==> config.mk <==
export PLATFORM = sky130hd
export DESIGN_NAME = serial_adder
export DESIGN_NICKNAME = d
export VERILOG_FILES = /design/src/rtl/serial_adder.sv
export SDC_FILE = /design/constraint.sdc
export NUM_CORES = 1
export LEC_CHECK = 0
export ABC_AREA = 1
export ABC_CLOCK_PERIOD_IN_PS = 1680
export CAP_MARGIN = 20
export CORE_UTILIZATION = 25
export CTS_BUF_LIST = sky130_fd_sc_hd__clkbuf_8
export DETAILED_ROUTE_END_ITERATION = 10
export PLACE_DENSITY = 0.46
export SLEW_MARGIN = 25
export SYNTH_ARGS = -nofsm -noshare
export SYNTH_HDL_FRONTEND = slang
export SYNTH_SLANG_ARGS = --single-unit
==> constraint.sdc <==
create_clock -name clk -period 1.68 [get_ports clk]
set_input_delay 0.336 -clock clk [delete_from_list [all_inputs] [get_ports clk]]
set_output_delay 0.336 -clock clk [all_outputs]
set_load 0.05 [all_outputs]
==> src/rtl/serial_adder.sv <==
// Multi-cycle adder: one DIGIT-bit ripple slice walks WIDTH-bit operands LSB-first.
// Define SERIAL_ADDER_SUB_EN to add a 'sub' input that turns the operation into a-b.
module serial_adder #(
   parameter int WIDTH = 8,
   parameter int DIGIT = 1
) (
   input  logic             clk,
   input  logic             rst,
   input  logic             start,
`ifdef SERIAL_ADDER_SUB_EN
   input  logic             sub,
`endif
   input  logic [WIDTH-1:0] a,
   input  logic [WIDTH-1:0] b,
   input  logic             cin,
   output logic             busy,
   output logic             done,
   output logic [WIDTH-1:0] sum,
   output logic             cout,
   output logic             ovf
);

   localparam int N  = WIDTH / DIGIT;
   localparam int CW = $clog2(N + 1);
   localparam logic [CW-1:0] LAST = CW'(N - 1);

   typedef enum logic [1:0] {IDLE, RUN, DONE} state_t;

   state_t           state, state_nxt;
   logic [WIDTH-1:0] opa, opb, res, res_nxt, dsum_w, b_ld;
   logic [DIGIT-1:0] dsum;
   logic             carry, c, c_msb, c_ld, last;
   logic [CW-1:0]    cnt;

`ifdef SERIAL_ADDER_SUB_EN
   assign b_ld = sub ? ~b : b;
   assign c_ld = sub | cin;
`else
   assign b_ld = b;
   assign c_ld = cin;
`endif

   assign last = (cnt == LAST);
   assign busy = (state == RUN);
   assign done = (state == DONE);

   // Digit slice; c_msb is the carry into the slice's top bit, which on the
   // final digit is the carry into bit WIDTH-1 needed for overflow.
   always_comb begin
      c      = carry;
      c_msb  = carry;
      dsum   = '0;
      for (int i = 0; i < DIGIT; i++) begin
         if (i == DIGIT - 1) c_msb = c;
         dsum[i] = opa[i] ^ opb[i] ^ c;
         c       = (opa[i] & opb[i]) | (c & (opa[i] ^ opb[i]));
      end
      dsum_w              = '0;
      dsum_w[DIGIT-1:0]   = dsum;
      res_nxt             = (res >> DIGIT) | (dsum_w << (WIDTH - DIGIT));
   end

   always_comb begin
      state_nxt = state;
      case (state)
         IDLE:    if (start) state_nxt = RUN;
         RUN:     if (last)  state_nxt = DONE;
         DONE:    state_nxt = IDLE;
         default: state_nxt = IDLE;
      endcase
   end

   always_ff @(posedge clk) begin
      if (rst) state <= IDLE;
      else     state <= state_nxt;
   end

   always_ff @(posedge clk) begin
      if (rst) begin
         opa   <= '0;
         opb   <= '0;
         res   <= '0;
         carry <= 1'b0;
         cnt   <= '0;
         sum   <= '0;
         cout  <= 1'b0;
         ovf   <= 1'b0;
      end else begin
         case (state)
            IDLE: if (start) begin
               opa   <= a;
               opb   <= b_ld;
               carry <= c_ld;
               cnt   <= '0;
               res   <= '0;
            end
            RUN: begin
               opa   <= opa >> DIGIT;
               opb   <= opb >> DIGIT;
               carry <= c;
               res   <= res_nxt;
               cnt   <= cnt + CW'(1);
               // Outputs only move on the edge entering DONE.
               if (last) begin
                  sum  <= res_nxt;
                  cout <= c;
                  ovf  <= c_msb ^ c;
               end
            end
            default: ;
         endcase
      end
   end

endmodule

Yosys cells after proc, flatten, opt, wreduce, memory -nomap -nowiden
Index checks and enable logic that the tools add are counted.
{"block": "classes", "addsub": 1, "eq_ne": 5, "mux": 13, "bitwise": 7, "n_reduce_logical": 5}
{"op": "case mux 8 bit (2 select lines)", "count": 3}
{"op": "two-way mux 8 bit", "count": 3}
{"op": "OR 7 x 8 -> 8 bit", "count": 1}
{"op": "case mux 4 bit (2 select lines)", "count": 1}
{"op": "AND reduction 2 bit", "count": 3}
{"op": "adder 4 x 1 -> 4 bit, second input constant", "count": 1}
{"op": "== test 4 x 3 -> 1 bit, second input constant", "count": 1}
{"op": "two-way mux 2 bit", "count": 2}
{"op": "two-way mux 4 bit", "count": 1}
{"op": "case mux 2 bit (2 select lines)", "count": 1}
{"op": "XOR 1 bit", "count": 3}
{"op": "AND 1 bit", "count": 2}
{"op": "== test 2 x 1 -> 1 bit, second input constant", "count": 1}
{"op": "== test 2 bit, second input constant", "count": 1}
{"op": "logical NOT 2 bit", "count": 1}
{"op": "!= test 2 x 1 -> 1 bit, second input constant", "count": 1}
{"op": "!= test 2 bit, second input constant", "count": 1}
{"op": "case mux 1 bit (2 select lines)", "count": 1}
{"op": "nonzero test 2 bit", "count": 1}
{"op": "two-way mux 1 bit", "count": 1}
{"op": "OR 1 bit", "count": 1}
{"block": "totals", "register_bits": 41, "inputBits": 20, "output_inout_bits": 12, "wordCells": 40}

Logic depth before layout (Yosys ltp)
{"block": "logic_depth", "word_depth": 4, "ltp_mapped": 7, "ltp_nobuf": 7}

Worst setup path before layout
Ideal clock, no wire load.
{"block": "synth_path", "path_type": "reg2out", "startpoint": "reg state[1]", "endpoint": "out done", "arrival_time_ns": 1.118, "required_ns": 1.344, "setup_slack_ns": 0.226, "path_stages_with_launch": 3, "path_buffers": 0, "cell_sequence": "dfxtp_1 > inv_2 > nor2_1"}
{"block": "synth_between", "elab_chain_len": 1}
{"item": "start, declared", "line": "29", "rtl": "state_t state, state_nxt;"}
{"item": "start signal, assigned", "line": "75", "rtl": "else state <= state_nxt;"}
{"item": "== test 2 bit", "line": "45", "rtl": "assign done = (state == DONE);"}
{"item": "end, declared", "line": "17", "rtl": "output logic done,"}
Every way passes these cells.

Worst setup path in the final report
{"block": "layout_path", "startpoint": "reg state[0]", "endpoint": "out busy"}
{"block": "layout_between", "elab_chain_len": 1}
{"item": "== test 2 x 1 -> 1 bit", "line": "44", "rtl": "assign busy = (state == RUN);"}
{"item": "end, declared", "line": "16", "rtl": "output logic busy,"}
Every way passes these cells.

==> results.md <==
- PortBufs: 31
- Mapped Nets: 277
- Worst vdd ir: 0.234 mV
- CP startpoint kind: flip-flop
- Clk root buf: clkbuf_8
- Post-synth EDFFs: 0
- Most common cell after layout, fill and taps aside: nand2_1
- RePlAce Congestion: 0.701
- Dpl hpwl: 2.97 mm
- CTS resizes: 0
- Area grow syn2layout: 32.0%
- Minimum clock period: 1.52 ns
- Worst rel slew slack: 81.9%
- Post-Route Setup TNS: 0 ns
- # hold bufs at CTS: 0
- Worst-Skew Late Latency: 0.29 ns
- Routed WL: 4.29 mm
- Iteration-0 DRC Markers: 93
- Syn Inst Count: 255
- Tot GR Track Use: 12.9%
- Worst EP required: 1.34 ns
- Syn_area_per_cell: 6.96 um^2
- Core Util, Final: 34.3%
- Diode count: 0
- Setup crit end kind: primary output
- Largest net degree at the start of global routing: 18
- Setup violators final: 0
- Initial antenna violation count: 0
- Asr flop ratio synth: 0%
- Die Y: 86.2 um
- Initial Util: 26.0%
- Arrival @ worst endpoint: 1.18 ns
- Post-CTS setup buffer count: 0
- Fin. max-slew vios: 0
- Post-synth top flop: dfxtp_1
- H-Tree Depth: 2
- MaxCap Viol Count: 0
- Synth unique cells: 21
- Clk pwr share: 34.9%
- Cell Area, Synth: 1770 um^2
- Boundary Pins: 32
- CTS tree: yes
- CTS Sinks: 40
- Sw frac: 25.9%
- Die width: 86.2 um
- 1st-pass router iterations: 4
- LEAKAGE: 1.08 nW
- Row count: 30
- Comb pwr share: 13.1%
- Full die area: 7440 um^2
- TritonCTS Buffers: 5
- RSZ-0062 raised after global routing: false
- Clock Path Buffers: 2
- Cell Pwr Density: 819 nW/um^2
- Crit path kind: reg -> out
- Final ANT Viol Nets: 0
- Crit Path Max Fanout: 6
- Vias per Instance: 4.20
- Max frequency: 0.658 GHz
- Cell internal pwr: 1.42 mW
- Core ar.: 6830 um^2
- Fill cell count: 764
- Layout cells sized above 1: 14.8%
- DR vias: 1652
- Final worst-path cycle share: 90.5%
- Final hold vios: 0
- Seq cells post-synth: 40
- Final Skew: 0.00467 ns
- WL/cell: 10.9 um
- Yosys warnings: 0
- P_sw: 0.496 mW
- Reg clk slew, reported paths: 0.08 ns
- Seq/Total Area, Yosys: 45.1%
- Multi-input gate area: 813 um^2
- Nets: 318
- Post-layout instance area: 2340 um^2
- Reg area: 801 um^2
- Status: complete, no violations
- Worst-margin pin slew: 0.271 ns
- DRC errors left: 0
- Most frequent cells in the layout: nand2_1 (71), nand3_1 (47), dfxtp_1 (40)
- Seq pwr share: 52.1%
- Vias in the first global route: 1545
- First-pass GRT wire length: 7.40 mm
- Area after DPL: 2230 um^2
- Total gr overflow: 0
- Hold Crit Class: reg -> reg
[power by group through the flow]
stage / Clock, mW / Combinational (mW) / Sequential [mW]
3_3_place_gp: 0 / 0.246 / 1.02
3_5_place_dp: 0 / 0.245 / 1.02
4_1_cts: 0.697 / 0.246 / 0.999
2_1_floorplan: 0 / 0.141 / 1.02
5_1_grt: 0.732 / 0.278 / 1.00
6_report: 0.669 / 0.251 / 0.999
[Yosys cell counts, types with 2 or more instances]
library cell / n / area share (%)
clkbuf_1: 2 / 0.42
nand2_2: 2 / 0.71
dfxtp_1: 40 / 45
buf_2: 8 / 2.3
nand3_1: 47 / 13
inv_2: 2 / 0.42
nand2_1: 71 / 15
a21oi_1: 13 / 3.7
o21ai_0: 2 / 0.56
nor2_1: 36 / 7.6
inv_1: 22 / 4.7
[final timing paths]
kind	start	depth (start not counted)	end	slack, ns
worst max register to register	cnt[0]$_SDFFE_PP0P_	7	cout$_SDFFE_PP0P_	0.22
worst max-delay path	state[0]$_SDFFE_PP0P_	3	busy	0.16
worst min register to register	res[6]$_SDFFE_PP0P_	2	sum[5]$_SDFFE_PP0P_	0.47
worst min-delay path	res[6]$_SDFFE_PP0P_	2	sum[5]$_SDFFE_PP0P_	0.47
[routing by layer]
metal	global-route usage (%)	up-vias	share of wire, %
met5	0	-	0
met2	20.1	38	45
met3	2.95	4	5.2
li1	-	879	-
met4	6.67	0	1.9
met1	16.8	731	48
[cell families (layout without fill, tap and decap cells)]
kind of cell / Yosys count / in the layout / share of synthesized area, %
AND/OR/NAND/NOR: 161 / 161 / 39.8
buffers and inverters: 37 / 79 / 9.03
flip-flops: 40 / 40 / 45.1
adder cells (fa/ha/maj): 2 / 2 / 1.83
AO/OA/AOI/OAI: 15 / 15 / 4.23
[worst max-delay path, stage by stage, from the launching register on]
cell	delay, ns
dfxtp_1	0.44
inv_2	0.07
nor2_4	0.21
buf_12	0.17
[metrics by stage]
step,power [mW],hold WS [ns],setup slack [ns],instances
after global placement,1.27,0.458,0.178,382
after detailed placement,1.27,0.456,0.149,382
after global routing,2.01,0.494,0.0324,393
after CTS,1.94,0.471,0.00000211,390
after floorplan,1.16,0.422,0.226,255
final,1.92,0.469,0.160,393
[flip-flops by register name, indices dropped and copies added (netlist names)]
signal and flops:
c_msb 1, cnt 4, cout 1, opa 8
opb 8, ovf 1, res 7, state 2
sum 8
[layout make-up]
type,instances,share of cell area (%)
Multi-Input combinational cell,178,34.7
Timing Repair Buffer,47,18.2
Clock inverter,2,0.427
Inverter,24,3.85
Tap cell,96,5.13
Clock buffer,6,3.53
Sequential cell,40,34.2
(Power assumes the default switching activity.)
